--- config.mk ---
export PLATFORM = sky130hd
export DESIGN_NAME = sid_adc8_sar
export DESIGN_NICKNAME = d
export VERILOG_FILES = /design/src/rtl/sid_dac_pkg.sv /design/src/rtl/sid_dac_coef_rom.sv /design/src/rtl/sid_adc8_sar.sv
export SDC_FILE = /design/constraint.sdc
export NUM_CORES = 1
export LEC_CHECK = 0
export CAP_MARGIN = 20
export CORE_UTILIZATION = 40
export CTS_CLUSTER_DIAMETER = 100
export DETAILED_ROUTE_END_ITERATION = 12
export GPL_ROUTABILITY_DRIVEN = 1
export PLACE_DENSITY = 0.65
export SLEW_MARGIN = 20
export SYNTH_ARGS = -nofsm -noshare
export SYNTH_HDL_FRONTEND = slang
export SYNTH_SLANG_ARGS = --single-unit
--- constraint.sdc ---
create_clock -name clk -period 11.6 [get_ports clk]
set_clock_uncertainty 0.05 [all_clocks]
set_input_delay 2.32 -clock clk [delete_from_list [all_inputs] [get_ports clk]]
set_output_delay 2.32 -clock clk [all_outputs]
set_load 0.005 [all_outputs]
--- src/rtl/sid_dac_pkg.sv ---
// Shared SID 8-bit DAC ladder model: per-bit weights, bias and accumulator width.
// Imported by both the DAC and the SAR inverse so the ladder has a single source.
package sid_dac_pkg;

  localparam int SID_DAC_ACC_W = 12;

  localparam logic [SID_DAC_ACC_W-1:0] SID_DAC_BIAS = 12'd8;

  // Non-monotonic ladder: bit k weight, index 0 is the LSB.
  localparam logic [SID_DAC_ACC_W-1:0] SID_DAC_COEF [0:7] = '{
    12'h01d, 12'h02a, 12'h04b, 12'h08d,
    12'h110, 12'h20e, 12'h3fb, 12'h7b8
  };

  typedef enum logic {
    SAR_IDLE = 1'b0,
    SAR_CONV = 1'b1
  } sar_state_e;

endpackage

--- src/rtl/sid_dac_coef_rom.sv ---
// Combinational ladder-weight lookup: 3-bit bit index to 12-bit weight.
module sid_dac_coef_rom
  import sid_dac_pkg::*;
(
  input  logic [2:0]               idx_i,
  output logic [SID_DAC_ACC_W-1:0] weight_o
);

  assign weight_o = SID_DAC_COEF[idx_i];

endmodule

--- src/rtl/sid_adc8_sar.sv ---
// SAR inverse of the SID nonlinear DAC: greedy search for the code whose level is <= target.
// Optional macro SID_ADC_ERR_EN adds oErr = target - oLevel, registered with oCode.
//
// state    | meaning
// SAR_IDLE | waiting for iStart; outputs hold the last result
// SAR_CONV | resolving bit idx_q, MSB first, one bit per cycle
module sid_adc8_sar
  import sid_dac_pkg::*;
#(
  parameter logic [SID_DAC_ACC_W-1:0] BIAS  = SID_DAC_BIAS,
  parameter int                       NBITS = 8
) (
  input  logic       clk,
  input  logic       iRstN,
  input  logic [7:0] iTarget,
  input  logic       iStart,
  output logic       oBusy,
  output logic       oValid,
  output logic [7:0] oCode,
  output logic [7:0] oLevel
`ifdef SID_ADC_ERR_EN
  ,
  output logic [7:0] oErr
`endif
);

  if (NBITS != 8) begin : g_nbits_check
    $error("sid_adc8_sar supports NBITS == 8 only");
  end

  sar_state_e               state_q;
  logic [7:0]               target_q;
  logic [7:0]               code_q;
  logic [SID_DAC_ACC_W-1:0] sum_q;
  logic [2:0]               idx_q;
  logic                     busy_q;
  logic                     valid_q;
  logic [7:0]               out_code_q;
  logic [7:0]               out_level_q;
`ifdef SID_ADC_ERR_EN
  logic [7:0]               err_q;
`endif

  logic [SID_DAC_ACC_W-1:0] weight;
  logic [SID_DAC_ACC_W-1:0] trial;
  logic                     keep;
  logic [7:0]               code_d;
  logic [SID_DAC_ACC_W-1:0] sum_d;

  sid_dac_coef_rom u_coef_rom (
    .idx_i    (idx_q),
    .weight_o (weight)
  );

  // Greedy step: keep bit idx_q only if the rounded level stays at or below target.
  always_comb begin
    trial  = sum_q + weight;
    keep   = (trial[11:4] <= target_q);
    code_d = code_q;
    sum_d  = sum_q;
    if (keep) begin
      code_d = code_q | (8'd1 << idx_q);
      sum_d  = trial;
    end
  end

  always_ff @(posedge clk or negedge iRstN) begin
    if (!iRstN) begin
      state_q     <= SAR_IDLE;
      target_q    <= '0;
      code_q      <= '0;
      sum_q       <= '0;
      idx_q       <= '0;
      busy_q      <= 1'b0;
      valid_q     <= 1'b0;
      out_code_q  <= '0;
      out_level_q <= '0;
`ifdef SID_ADC_ERR_EN
      err_q       <= '0;
`endif
    end else begin
      valid_q <= 1'b0;
      case (state_q)
        SAR_IDLE: begin
          if (iStart) begin
            target_q <= iTarget;
            sum_q    <= BIAS;
            code_q   <= '0;
            idx_q    <= 3'd7;
            busy_q   <= 1'b1;
            state_q  <= SAR_CONV;
          end
        end
        SAR_CONV: begin
          code_q <= code_d;
          sum_q  <= sum_d;
          if (idx_q == 3'd0) begin
            out_code_q  <= code_d;
            out_level_q <= sum_d[11:4];
`ifdef SID_ADC_ERR_EN
            err_q       <= target_q - sum_d[11:4];
`endif
            valid_q     <= 1'b1;
            busy_q      <= 1'b0;
            state_q     <= SAR_IDLE;
          end else begin
            idx_q <= idx_q - 3'd1;
          end
        end
        default: begin
          state_q <= SAR_IDLE;
          busy_q  <= 1'b0;
        end
      endcase
    end
  end

  assign oBusy  = busy_q;
  assign oValid = valid_q;
  assign oCode  = out_code_q;
  assign oLevel = out_level_q;
`ifdef SID_ADC_ERR_EN
  assign oErr   = err_q;
`endif

endmodule

Yosys cells after proc, flatten, opt, wreduce, memory -nomap -nowiden
Memory sizes are Yosys's and may differ from the RTL's.
Cells that the tools add are included.

cells by class
  multiply operators = 0
  equality and inequality tests = 4
  $lt $le $gt $ge = 2
  mux-type cells = 19
  shifts and indexed selects = 1
  div/mod/pow operators = 0
  reductions and logical operators = 6
  bitwise gates (word level) = 3
  $add $sub $neg = 2

operators by type and width
  cell                                              number
  2-to-1 mux 12 bit                                 4
  case mux 12 bit (2 select lines)                  1
  2-to-1 mux 8 bit                                  2
  case mux 8 bit (2 select lines)                   1
  adder 12 bit                                      1
  AND reduction 2 bit                               5
  less-or-equal comparator 8 bit                    1
  bitwise OR 8 bit                                  1
  << shifter 1 x 3 -> 8 bit, first input constant   1
  2-to-1 mux 1 bit                                  6
  2-to-1 mux 3 bit                                  2
  != test 2 bit, second input constant              3
  case mux 3 bit (2 select lines)                   1
  >= comparator 4 bit, second input constant        1
  NOT 3 -> 4 bit                                    1
  case mux 1 bit (2 select lines)                   2
  zero test 3 bit                                   1
  subtractor 3 x 1 -> 3 bit, second input constant  1
  != test 2 x 1 -> 1 bit, second input constant     1
  NOT 1 bit                                         1

word-level totals
  flip-flop bits (word level) = 50
  output and inout port bits = 18
  memories = 1
  memory bits (read-only) = 96
  bits in latches = 0
  memory bits (writable) = 0

memory list
  name              depth  width  read ports  clocked after Yosys merged registers in  wr ports  line                   RTL
  (name not given)  8      12     1           0                                        0         sid_dac_coef_rom.sv:9  assign weight_o = SID_DAC_COEF[idx_i];

Logic depth before layout (Yosys ltp)
  word-level depth = 8
  mapped depth = 19
  depth with buffers taken out = 17

Cells and area by module
From an unflattened synthesis, not the netlist that was laid out.

second synthesis, totals
  cells, all modules = 315
  area total of the unflattened synthesis = 2889.0 µm²

by module, submodules not included
  module            area an instance (µm²)  times used  cells an instance
  sid_adc8_sar      2738.9                  1           292
  sid_dac_coef_rom  150.1                   1           23

Worst setup path before layout
No wires, ideal clock.

  path type = register -> register
  start point = reg idx_q[0]
  end point = reg sum_q[4]
  arrival time = 3.924 ns
  path buffers = 1
  clock period less this slack = 4.057 ns
  setup slack = 7.543 ns
  data required time = 11.467 ns
  stages on the path, launching flop included = 19
  path through = dfrtp_1 inv_1 ha_1 nand2_1 o21ai_0 ha_1 fa_1 a21oi_1 o2111ai_1 a31oi_2 xnor2_1 ha_1 nand3_1 nand2_1 or4b_4 nand3_2 buf_12 mux2_1 o22ai_1

between the ends
  cells in the longest elaborated chain, start to end = 8

ends and longest elaborated chain
  item                                                     line                   RTL
  from (decl)                                              sid_adc8_sar.sv:35     logic [2:0] idx_q;
  from (signal assigned)                                   sid_adc8_sar.sv:107    idx_q <= idx_q - 3'd1;
  NOT 3 -> 4 bit (implied by the code) *                   sid_dac_coef_rom.sv:9
  memory (8 x 12 bit) *                                    -
  2-to-1 mux 12 bit (implied by the code) * (2 in series)  sid_dac_coef_rom.sv:9
  adder 12 bit *                                           sid_adc8_sar.sv:57     trial = sum_q + weight;
  less-or-equal comparator 8 bit                           sid_adc8_sar.sv:58     keep = (trial[11:4] <= target_q);
  2-to-1 mux 12 bit *                                      sid_adc8_sar.sv:61     if (keep) begin
  case mux 12 bit (2 select lines) *                       sid_adc8_sar.sv:83     case (state_q)
  to (signal assigned)                                     sid_adc8_sar.sv:96     sum_q <= sum_d;
  to (decl)                                                sid_adc8_sar.sv:34     logic [SID_DAC_ACC_W-1:0] sum_q;

Every way passes the cells marked *; elsewhere a longest branch is shown, timed or not. The select of a mux whose other input is x is not followed.
A chain may end at the register's enable or synchronous reset.

Final worst setup path
  start point = reg idx_q[0]
  end point = reg sum_q[6]

The elaborated chain is that of the path after synthesis.

==> impl_metrics.toml <==
[detailed_routing]
ant_nets = 0
wire_per_inst_um = 14.5
drc = 0
dr.pass1.iters = 4
vias_per_cell = 5.19
drt-initial-drc-count = 183
routed_wl_mm = 6.28
via_count = 2247

[layout]
diodes = 0
final_nets = 375
layout-drive-gt1-share = 0.0653
area_growth_syn_to_layout_pct = 14.4

[place]
place_hpwl_mm = 4.66
portBuffers = 28
gp_congestion = 0.864

[timing]
rsz0062_at_grt = "no"
final-setup-viol-count = 0
tightest_slew_ns = 0.810
layout_min_cycle_time_ns = 4.74
max_freq_ghz = 0.211
tns_ns = 0
hold_viol_final = 0
period_share = 0.409
final_max_slew_viol_count = 0
relSlewSlack = 0.458

[clock_network]
htreeDepth = 2
clkLatencyLatePin_ns = 0.31
hold_buffers = 0
cts_inserted_buffers = 5
clkTransAtPathRegs_ns = 0.10
tritoncts = "yes"
ctsResizeCount = 0
clock_path_buffers = 2
post_cts_buffers = 0
cts-root-buf = "clkbuf_8"
clock_sinks = 50

[worst_setup_path]
worstPathRequired_ns = 11.72
critPathMaxFanout = 19
worst_ep_arrival_time_ns = 4.87
worst_setup_path_end_kind = "flop"
critical_path_class = "reg -> reg"
start_kind = "flop"

[global_routing]
grt_usage = 0.179
grt_overflow = 0
grt_pass1_wl_mm = 10.5
antenna_found_initial = 0
grt_max_degree = 51
grt_pass1_vias = 2072

[status]
outcome = "finished clean"

[yosys]
ys_async_sr_fraction = 1.00
syn_nets = 350
synth-edff-count = 0
ys_seq_area_frac = 0.425
synth_ff_type = "dfrtp_1"
synth.distinct_cells = 44
synthCells = 311
syn_area_um2 = 2940
synth_area_per_cell_um2 = 9.46
synth_seq_cells = 50
yosysWarnings = 0

[die]
die_area_um2 = 7700
io_pins = 29
coreArea_um2 = 6940
die_x_um = 87.8
start_util = 0.424
rows = 30
die_h_um = 87.8

[job]
drv_cap = 0

[hold_path]
hold_path_class = "reg -> reg"
==> cells by family (layout without fill, tap and decap cells) <==
logic type,after synthesis,after routing,synth area share
buffers and inverters,32,58,0.0523
flip-flops,50,50,0.425
AND/OR/NAND/NOR,93,93,0.140
multiplexers,16,16,0.0557
AO/OA/AOI/OAI,83,83,0.178
XOR/XNOR,9,9,0.0268
adder cells (fa/ha/maj),28,28,0.122
==> stage by stage <==
stage	hold slack (ns)	util	std cells	setup WS, ns	cell area, µm²
finish	0.422	0.485	433	6.86	3370
global route	0.452	0.485	433	6.52	3370
CTS	0.430	0.485	433	6.90	3370
detailed placement	0.406	0.471	425	6.93	3270
global placement	0.405	0.471	425	7.11	3270
floorplan	0.389	-	311	7.54	2940
==> registers in the layout, indices dropped and copies added (netlist names) <==
name	cells
oCode	8
oValid	1
target_q	8
state_q	1
oBusy	1
oLevel	8
code_q	8
idx_q	3
sum_q	12
==> worst max-delay path: stages (launching register included) <==
cell       delay [ns]
dfrtp_1          0.46
inv_1            0.11
ha_1             0.27
nand2_1          0.08
o21ai_0          0.09
ha_1             0.25
fa_1             0.42
a21oi_1          0.26
o2111ai_1        0.31
a31oi_2          0.33
xnor2_1          0.16
ha_1             0.26
nand3_1          0.07
nand2_1          0.06
or4b_4           0.51
nand3_2          0.41
mux2i_1          0.38
o22ai_1          0.12
==> layer usage <==
metal	GRT usage	wire (µm)	vias up
li1	-	-	1137
met1	0.255	2970	1025
met2	0.257	2730	68
met3	0.0302	386	17
met4	0.0969	194	0
met5	0	0	-
==> synth_stat cells, types with 3 or more instances <==
master,count,area share
nand2_1,52,0.066
dfrtp_1,50,0.43
ha_1,27,0.11
a21oi_1,19,0.032
o21ai_1,19,0.032
inv_1,18,0.023
nor2_1,16,0.020
mux2i_1,13,0.044
o21ai_0,12,0.020
clkbuf_1,9,0.011
xnor2_1,6,0.018
and3_1,5,0.011
nand3_1,5,0.0085
a31oi_1,4,0.0085
a32o_1,4,0.014
nor2b_1,4,0.0085
nor3_1,4,0.0068
o22ai_1,4,0.0085
a211oi_1,3,0.0077
a21o_1,3,0.0077
xor2_1,3,0.0089
==> final timing paths <==
| path | start | end | slack, ns | depth (start not counted) |
|---|---|---|---|---|
| worst min register to register | oCode[0] | oCode[0] | 0.42 | 2 |
| worst max register to register | idx_q[0] | sum_q[6] | 6.86 | 17 |
| worst min-delay path | oCode[0] | oCode[0] | 0.42 | 2 |
| worst max-delay path | idx_q[0] | sum_q[6] | 6.86 | 17 |
| max in group asynchronous | iRstN | target_q[7] | 9.01 | 2 |
| min in group asynchronous | iRstN | target_q[3] | 2.04 | 2 |
==> cell type report <==
class	instances	area (µm²)
Fill cell	674	3580
Multi-Input combinational cell	229	1540
Sequential cell	50	1250
Timing Repair Buffer	30	290
Tap cell	96	120
Inverter	20	75.1
Clock buffer	5	68.8
Clock inverter	3	23.8
==> cell usage in the layout (no fill, tap or decap), types with 2 or more instances in the layout <==
cell / count
xor2_1: 3
nand4_1: 2
o22ai_1: 4
buf_4: 2
clkbuf_8: 5
and3_1: 5
ha_1: 27
nand2_1: 52
clkinvlp_4: 2
o21ai_0: 12
mux2_2: 2
a221o_1: 2
a21o_1: 3
a211oi_1: 3
nor2b_1: 4
o2111ai_1: 2
o21ai_1: 19
a21oi_1: 19
a31oi_2: 2
or2_2: 2
clkdlybuf4s50_1: 27
xnor2_1: 6
inv_1: 18
nor3_1: 4
inv_2: 2
dfrtp_1: 50
nand3_1: 5
nor2_1: 16
a31oi_1: 4
a32o_1: 4
mux2i_1: 13
Power is not shown: default switching activity piles up to over one toggle a cycle in this logic, so the estimate is an artifact.
